**config.mk**
```make
export PLATFORM = sky130hd
export DESIGN_NAME = i2c_bus_conditioner_flat
export DESIGN_NICKNAME = d
export VERILOG_FILES = /design/src/rtl/i2c_pkg.sv /design/src/rtl/i2c_bus_conditioner_if.sv /design/src/rtl/i2c_glitch_filter.sv /design/src/rtl/i2c_bus_conditioner.sv /design/src/flat_wrapper.sv
export SDC_FILE = /design/constraint.sdc
export NUM_CORES = 1
export LEC_CHECK = 0
export ABC_AREA = 1
export BUFFER_PORTS_ARGS = -buffer_cell sky130_fd_sc_hd__buf_2
export CELL_PAD_IN_SITES_DETAIL_PLACEMENT = 1
export CELL_PAD_IN_SITES_GLOBAL_PLACEMENT = 1
export CORE_MARGIN = 10
export CORE_UTILIZATION = 40
export CTS_BUF_LIST = sky130_fd_sc_hd__clkbuf_8
export CTS_CLUSTER_SIZE = 40
export DETAILED_ROUTE_END_ITERATION = 8
export GPL_TIMING_DRIVEN = 0
export HOLD_SLACK_MARGIN = 0.1
export PLACE_DENSITY_LB_ADDON = 0.1
export SLEW_MARGIN = 20
export SYNTH_ARGS = -nofsm -noshare
export SYNTH_HDL_FRONTEND = slang
export SYNTH_SLANG_ARGS = --single-unit
```
**constraint.sdc**
```tcl
create_clock -name clk -period 0.95 [get_ports clk]
set_clock_uncertainty 0.1 [all_clocks]
set_input_delay 0.1425 -clock clk [delete_from_list [all_inputs] [get_ports clk]]
set_output_delay 0.1425 -clock clk [all_outputs]
set_load 0.05 [all_outputs]
```
**src/rtl/i2c_pkg.sv**
```systemverilog
// Shared constants and types for the I2C bus conditioner front end.
`timescale 1ns/1ps
package i2c_pkg;

  // Default glitch-filter depth, in clk samples.
  localparam int FILTER_LEN_DEF = 3;

  // Default SCL-stuck-low limit: 1 ms at 50 MHz.
  localparam int TIMEOUT_CYCLES_DEF = 50000;

  // Level of an idle (released, pulled-up) I2C line.
  localparam logic IDLE_LEVEL = 1'b1;

  // Width of the per-line glitch-filter counter.
  localparam int FILT_CNT_W = 4;

  // One sample of both bus lines.
  typedef struct packed {
    logic scl;
    logic sda;
  } line_pair_t;

endpackage

```
**src/rtl/i2c_bus_conditioner_if.sv**
```systemverilog
// Bus-side bundle between the pads, the conditioner and the slave protocol FSM.
// master: the conditioner (takes raw pads, drives levels and strobes).
// slave:  the consumer (drives raw pads in a bench, samples strobes).
`timescale 1ns/1ps
interface i2c_bus_conditioner_if;

  logic scl_in;
  logic sda_in;
  logic scl_f;
  logic sda_f;
  logic scl_rise;
  logic scl_fall;
  logic start_det;
  logic stop_det;
  logic bus_busy;
  logic timeout;

  modport master (
    input  scl_in, sda_in,
    output scl_f, sda_f, scl_rise, scl_fall, start_det, stop_det, bus_busy, timeout
  );

  modport slave (
    output scl_in, sda_in,
    input  scl_f, sda_f, scl_rise, scl_fall, start_det, stop_det, bus_busy, timeout
  );

endinterface

```
**src/rtl/i2c_glitch_filter.sv**
```systemverilog
// Two-flop synchronizer plus majority-free run-length glitch filter for one
// I2C line. The filtered level only follows the synchronized level after it
// has held a new value for FILTER_LEN consecutive clk samples.
`timescale 1ns/1ps
module i2c_glitch_filter
  import i2c_pkg::*;
#(
  parameter int FILTER_LEN = FILTER_LEN_DEF
) (
  input  logic clk,
  input  logic reset,
  input  logic line_in,
  output logic line_f
);

  localparam logic [FILT_CNT_W-1:0] CNT_LAST = FILT_CNT_W'(FILTER_LEN - 1);

  logic [1:0]            sync_q;
  logic [FILT_CNT_W-1:0] cnt_q;

  // Synchronize the pad, then count consecutive samples that disagree with
  // the filtered level; flip the filtered level on the FILTER_LEN-th one.
  always_ff @(posedge clk or negedge reset) begin
    if (!reset) begin
      sync_q <= {2{IDLE_LEVEL}};
      cnt_q  <= '0;
      line_f <= IDLE_LEVEL;
    end else begin
      // NOTE: non-blocking so sync_q[1] and line_f below read the values from
      // before this edge; blocking here would collapse the synchronizer.
      sync_q <= {sync_q[0], line_in};
      if (sync_q[1] == line_f) begin
        cnt_q <= '0;
      end else if (cnt_q == CNT_LAST) begin
        line_f <= sync_q[1];
        cnt_q  <= '0;
      end else begin
        cnt_q <= cnt_q + 1'b1;
      end
    end
  end

endmodule

```
**src/rtl/i2c_bus_conditioner.sv**
```systemverilog
// I2C bus conditioner: synchronizes and de-glitches SCL/SDA, then produces
// registered SCL edge strobes, START/STOP pulses, a bus-busy flag and an
// optional SCL-stuck-low timeout.
// Build option: define I2C_BUS_TIMEOUT_EN to include the timeout counter;
// without it timeout stays 0 and bus_busy clears only on STOP.
`timescale 1ns/1ps
module i2c_bus_conditioner
  import i2c_pkg::*;
#(
  parameter int FILTER_LEN     = FILTER_LEN_DEF,
  parameter int TIMEOUT_CYCLES = TIMEOUT_CYCLES_DEF
) (
  input  logic                  clk,
  input  logic                  reset,
  i2c_bus_conditioner_if.master bus
);

  logic       scl_f;
  logic       sda_f;
  line_pair_t prev_q;
  logic       start_cond;
  logic       stop_cond;
  logic       tmo_hit;
  logic       scl_rise_q;
  logic       scl_fall_q;
  logic       start_det_q;
  logic       stop_det_q;
  logic       bus_busy_q;

  i2c_glitch_filter #(.FILTER_LEN(FILTER_LEN)) u_scl_filter (
    .clk     (clk),
    .reset   (reset),
    .line_in (bus.scl_in),
    .line_f  (scl_f)
  );

  i2c_glitch_filter #(.FILTER_LEN(FILTER_LEN)) u_sda_filter (
    .clk     (clk),
    .reset   (reset),
    .line_in (bus.sda_in),
    .line_f  (sda_f)
  );

  // START/STOP need SCL high on both samples, so an SDA change in the same
  // cycle as an SCL change never qualifies; only the SCL strobe fires then.
  assign start_cond = prev_q.scl & scl_f &  prev_q.sda & ~sda_f;
  assign stop_cond  = prev_q.scl & scl_f & ~prev_q.sda &  sda_f;

  // Register previous filtered levels and the one-cycle strobes.
  always_ff @(posedge clk or negedge reset) begin
    if (!reset) begin
      prev_q      <= '{scl: IDLE_LEVEL, sda: IDLE_LEVEL};
      scl_rise_q  <= 1'b0;
      scl_fall_q  <= 1'b0;
      start_det_q <= 1'b0;
      stop_det_q  <= 1'b0;
    end else begin
      prev_q      <= '{scl: scl_f, sda: sda_f};
      scl_rise_q  <= ~prev_q.scl &  scl_f;
      scl_fall_q  <=  prev_q.scl & ~scl_f;
      start_det_q <= start_cond;
      stop_det_q  <= stop_cond;
    end
  end

`ifdef I2C_BUS_TIMEOUT_EN
  localparam int                  TMO_CNT_W = 20;
  localparam logic [TMO_CNT_W-1:0] TMO_LAST  = TMO_CNT_W'(TIMEOUT_CYCLES - 1);

  logic [TMO_CNT_W-1:0] tmo_cnt_q;
  logic                 timeout_q;

  // Fires on the TIMEOUT_CYCLES-th consecutive busy cycle with SCL low.
  assign tmo_hit = bus_busy_q & ~scl_f & (tmo_cnt_q == TMO_LAST);

  // Count busy low-SCL cycles; clear on any break or after firing. Since
  // firing drops bus_busy, it cannot fire again before the next START.
  always_ff @(posedge clk or negedge reset) begin
    if (!reset) begin
      tmo_cnt_q <= '0;
      timeout_q <= 1'b0;
    end else begin
      timeout_q <= tmo_hit;
      if (bus_busy_q & ~scl_f & ~tmo_hit) begin
        tmo_cnt_q <= tmo_cnt_q + 1'b1;
      end else begin
        tmo_cnt_q <= '0;
      end
    end
  end

  assign bus.timeout = timeout_q;
`else
  assign tmo_hit = 1'b0;

  // Constant 0 in this build; TIMEOUT_CYCLES only feeds an always-false
  // compare so the parameter list stays identical in both builds.
  assign bus.timeout = (TIMEOUT_CYCLES < 0);
`endif

  // Bus-busy flag: START (including repeated START) wins over STOP/timeout.
  always_ff @(posedge clk or negedge reset) begin
    if (!reset) begin
      bus_busy_q <= 1'b0;
    end else if (start_cond) begin
      bus_busy_q <= 1'b1;
    end else if (stop_cond | tmo_hit) begin
      bus_busy_q <= 1'b0;
    end
  end

  assign bus.scl_f     = scl_f;
  assign bus.sda_f     = sda_f;
  assign bus.scl_rise  = scl_rise_q;
  assign bus.scl_fall  = scl_fall_q;
  assign bus.start_det = start_det_q;
  assign bus.stop_det  = stop_det_q;
  assign bus.bus_busy  = bus_busy_q;

endmodule

```
**src/flat_wrapper.sv**
```systemverilog
// flat-port wrapper written by rule: the top's interface ports become plain ports
module i2c_bus_conditioner_flat import i2c_pkg::*;
#(
  parameter int FILTER_LEN     = FILTER_LEN_DEF,
  parameter int TIMEOUT_CYCLES = TIMEOUT_CYCLES_DEF
)
  (clk, reset, bus_scl_in, bus_sda_in, bus_scl_f, bus_sda_f, bus_scl_rise, bus_scl_fall, bus_start_det, bus_stop_det, bus_bus_busy, bus_timeout);
  i2c_bus_conditioner_if bus_i ();
  input  logic clk;
  input  logic reset;
  input wire logic [$bits(bus_i.scl_in)-1:0] bus_scl_in;
  input wire logic [$bits(bus_i.sda_in)-1:0] bus_sda_in;
  output wire logic [$bits(bus_i.scl_f)-1:0] bus_scl_f;
  output wire logic [$bits(bus_i.sda_f)-1:0] bus_sda_f;
  output wire logic [$bits(bus_i.scl_rise)-1:0] bus_scl_rise;
  output wire logic [$bits(bus_i.scl_fall)-1:0] bus_scl_fall;
  output wire logic [$bits(bus_i.start_det)-1:0] bus_start_det;
  output wire logic [$bits(bus_i.stop_det)-1:0] bus_stop_det;
  output wire logic [$bits(bus_i.bus_busy)-1:0] bus_bus_busy;
  output wire logic [$bits(bus_i.timeout)-1:0] bus_timeout;
  assign bus_i.scl_in = bus_scl_in;
  assign bus_i.sda_in = bus_sda_in;
  assign bus_scl_f = bus_i.scl_f;
  assign bus_sda_f = bus_i.sda_f;
  assign bus_scl_rise = bus_i.scl_rise;
  assign bus_scl_fall = bus_i.scl_fall;
  assign bus_start_det = bus_i.start_det;
  assign bus_stop_det = bus_i.stop_det;
  assign bus_bus_busy = bus_i.bus_busy;
  assign bus_timeout = bus_i.timeout;
  i2c_bus_conditioner #(.FILTER_LEN(FILTER_LEN), .TIMEOUT_CYCLES(TIMEOUT_CYCLES)) u_core (.clk(clk), .reset(reset), .bus(bus_i));
endmodule
```
==> results.toml <==
[outcome]
result_of_the_run = "finished, violations left"
failing_checks = "negative setup slack"

[timing]
final_period_minus_worst_setup_slack_ns = 1.31
hold_viol = 0
timing.final.max_slew_violations = 0
setup_violation_total_in_the_final_timing_report = 24
rsz0062_at_grt = "true"
peak_clock_frequency_supported_by_timing_mhz = 766
final_critical_path_setup_slack_ns = -0.355
fin_crit_sh_pct = 137

[cells_and_area]
area_growth_pct = 45.2
post_route_cells_drive_above_1_share_pct = 49.1
postLayoutCoreUtil_pct = 61.1
final_cell_mix = "sky130_fd_sc_hd__dfrtp_1 (13), sky130_fd_sc_hd__inv_1 (10), sky130_fd_sc_hd__nand2_1 (9), sky130_fd_sc_hd__buf_6 (9), sky130_fd_sc_hd__nand2_2 (8)"
insertedDiodeCount = 0
most_common_cell_after_layout_fill_and_taps_aside = "sky130_fd_sc_hd__dfrtp_1"
finish.net_count = 115

[clock_network]
htree_levels = 1
clk_transition_reported_paths_ns = 0.07
clk_path_buf_depth = 2
cts_tree = "done"
cts_made_buffers = 3
root_buffer = "sky130_fd_sc_hd__clkbuf_8"
worstSkewPairLatency_ns = 0.26
clock_sink_count = 21

[critical_path]
critPathRequiredTime_ns = 0.71
r2r-start = "u_core.u_scl_filter.line_f$_DFFE_PN1P_"
worstSetupEndpointType = "output port"
family_of_cells_with_the_greatest_summed_delay_on_the_critical_path = "flip-flops"
startpoint = "u_core.u_scl_filter.line_f$_DFFE_PN1P_"
crit_slowest_cell = "sky130_fd_sc_hd__dfstp_4"
timing.critical_path.buf_inv = 1
cp_max_fo = 3
cp_data_arrival_time_ns = 1.06
critical_path.cell_chain = "buf_8"
cp-start-kind = "register"
crit_path_max_incr_delay_ns = 0.65
setup.worst_path.class = "reg2out"

[job]
drv_cap = 0

[routing]
top_layer = "met4"
finalWirelength_um = 1850
detail_route.vias_per_cell = 4.62
drtPass1Iterations = 2
route.vias.total = 614
wl_per_cell_um = 13.9
dr.first_iter.drc_count = 6
postRouteAntennaNets = 0
wl_met2_um = 1010
met3_wirelength_um = 90
route.detailed.drc = 0
route.layer.met1.wl_um = 697

[floorplan]
fp.dieArea_um2 = 4280
core_area_um2 = 1960
row_count = 16
pin_count = 12
die_width_um = 65.4
initial_utilization_pct = 42.1
die_height_um = 65.4

[logic_synthesis]
netlist_top_cells_area = "sky130_fd_sc_hd__dfrtp_1 (39%), sky130_fd_sc_hd__dfstp_2 (25%), sky130_fd_sc_hd__nand2_1 (8.2%)"
synthDominantCellAreaShare_pct = 39.4
synth_xor_xnor_area_share_pct = 2.12
ys_ff_latch = 21
dominant_combinational_cell_family_by_area_after_synthesis = "simple AND/OR/NAND/NOR gates"
synth_top_cell_by_area = "sky130_fd_sc_hd__dfrtp_1"
synth.distinct_cells = 14
synth_area_per_cell_um2 = 10.3
synth-seq-area-share_pct = 64.8
simple_logic_cell_fraction_of_the_synthesized_area_pct = 18.8
post_synth_mux_area_share_pct = 0
syn_nets = 88
synth_warnings = 0
synthesized_netlist_cell_count = 80
fraction_of_the_mapped_netlist_area_in_adder_cells_pct = 6.06
synth_compound_gate_area_share_pct = 1.82
mapped_area_um2 = 826

[min_path]
hold_start = "u_core.u_scl_filter.sync_q[0]$_DFF_PN1_"
min_path_type = "reg2reg"

[place]
number_of_port_buffers = 10
dp_worst_setup_slack_ns = -0.231
finalWeightedCongestion = 0.752
dpl.hpwl_um = 1080

[pwr]
leakage_nw = 0.583
power.density_nw_per_um2 = 3210
max-vdd-ir-drop_v = 0.00151
total_power_mw = 3.85

[grt]
initial_antenna_violation_count = 0
grt_start_max_net_pins = 22
grt_remaining_overflow = 0
grt_first_pass_wirelength_um = 3050
global_route_usage_sum_pct = 9.37
first_global_vias = 684
==> cell families after synthesis <==
| group | Yosys count |
|---|---|
| and+or+nand+nor | 37 |
| DFF | 21 |
| buffers and inverters | 12 |
| adders and majority gates | 4 |
| AOI/OAI and AO/OA | 3 |
| xor gates and xnor gates | 2 |
| other | 1 |
==> power by group <==
part	internal [mW]	leakage, nW	switching (mW)
Clock	0.288	0.0269	0.288
Sequential	1.23	0.259	0.223
Combinational	0.797	0.296	1.03
==> stage by stage <==
step / setup TNS, ns / std cells / hold slack (ns) / cell area, um^2
final: -4.93 / 133 / 0.257 / 1200
after floorplan: -2.60 / 80 / -0.253 / 846
after global placement: -2.35 / 117 / 0.0144 / 930
after CTS: -4.85 / 130 / 0.259 / 1130
after global routing: -5.91 / 133 / 0.262 / 1200
after detailed placement: -2.69 / 117 / 0.0147 / 930
==> routing by layer <==
metal  up-vias  track usage, %
li1        291               -
met1       305            8.85
met2        12            17.0
met3         6            2.88
met4         0            6.42
met5         -               0
==> Yosys cell counts <==
library cell              number
sky130_fd_sc_hd__conb_1        1
sky130_fd_sc_hd__nand2_2       1
sky130_fd_sc_hd__buf_4         1
sky130_fd_sc_hd__nor2_1       13
sky130_fd_sc_hd__nand3_1       2
sky130_fd_sc_hd__nor3_2        1
sky130_fd_sc_hd__o21ai_0       3
sky130_fd_sc_hd__inv_1        11
sky130_fd_sc_hd__nand4_1       2
sky130_fd_sc_hd__ha_1          4
sky130_fd_sc_hd__dfrtp_1      13
sky130_fd_sc_hd__xnor2_1       2
sky130_fd_sc_hd__nand2_1      18
sky130_fd_sc_hd__dfstp_2       8
==> cell type report <==
| type | count | area (um^2) |
|---|---|---|
| tap | 27 | 33.8 |
| timing repair buffer | 22 | 226 |
| clock inverter | 1 | 3.75 |
| inverter | 11 | 41.3 |
| buffer | 1 | 7.51 |
| sequential | 21 | 543 |
| clock buffer | 3 | 41.3 |
| multi-input combinational | 47 | 302 |
| fill | 229 | 763 |
==> state kept, by name, summed over array words and instances, names as in the netlist <==
register / cells
u_core.bus.bus_busy: 1
u_core.bus.scl_fall: 1
u_core.prev_q: 2
u_core.u_scl_filter.cnt_q: 4
u_core.bus.stop_det: 1
u_core.u_scl_filter.line_f: 1
u_core.bus.start_det: 1
u_core.bus.scl_rise: 1
u_core.u_sda_filter.cnt_q: 4
u_core.u_scl_filter.sync_q: 2
u_core.u_sda_filter.sync_q: 2
u_core.u_sda_filter.line_f: 1
==> path summary, 6_finish.rpt <==
check                                                          endpoint  slack (ns)  cells past startpoint
worst max-delay path                                          bus_scl_f       -0.36                      1
worst min-delay path            u_core.u_scl_filter.sync_q[1]$_DFF_PN1_        0.26                      0
worst max register to register          u_core.bus.bus_busy$_DFFE_PN0P_       -0.34                      5
worst min register to register  u_core.u_scl_filter.sync_q[1]$_DFF_PN1_        0.26                      0
max in group asynchronous       u_core.u_scl_filter.sync_q[1]$_DFF_PN1_        0.14                      2
min in group asynchronous                u_core.bus.start_det$_DFF_PN0_        0.27                      2
==> timing repair <==
action,4_1_cts,5_1_grt
resized for setup,20,17
setup buffers,6,3
setup endpoints to repair,21,23
hold buffers,3,0
pin swaps,1,3
endpoints found under the hold margin,23,0
Note: power is estimated with default switching activity, not from simulation.
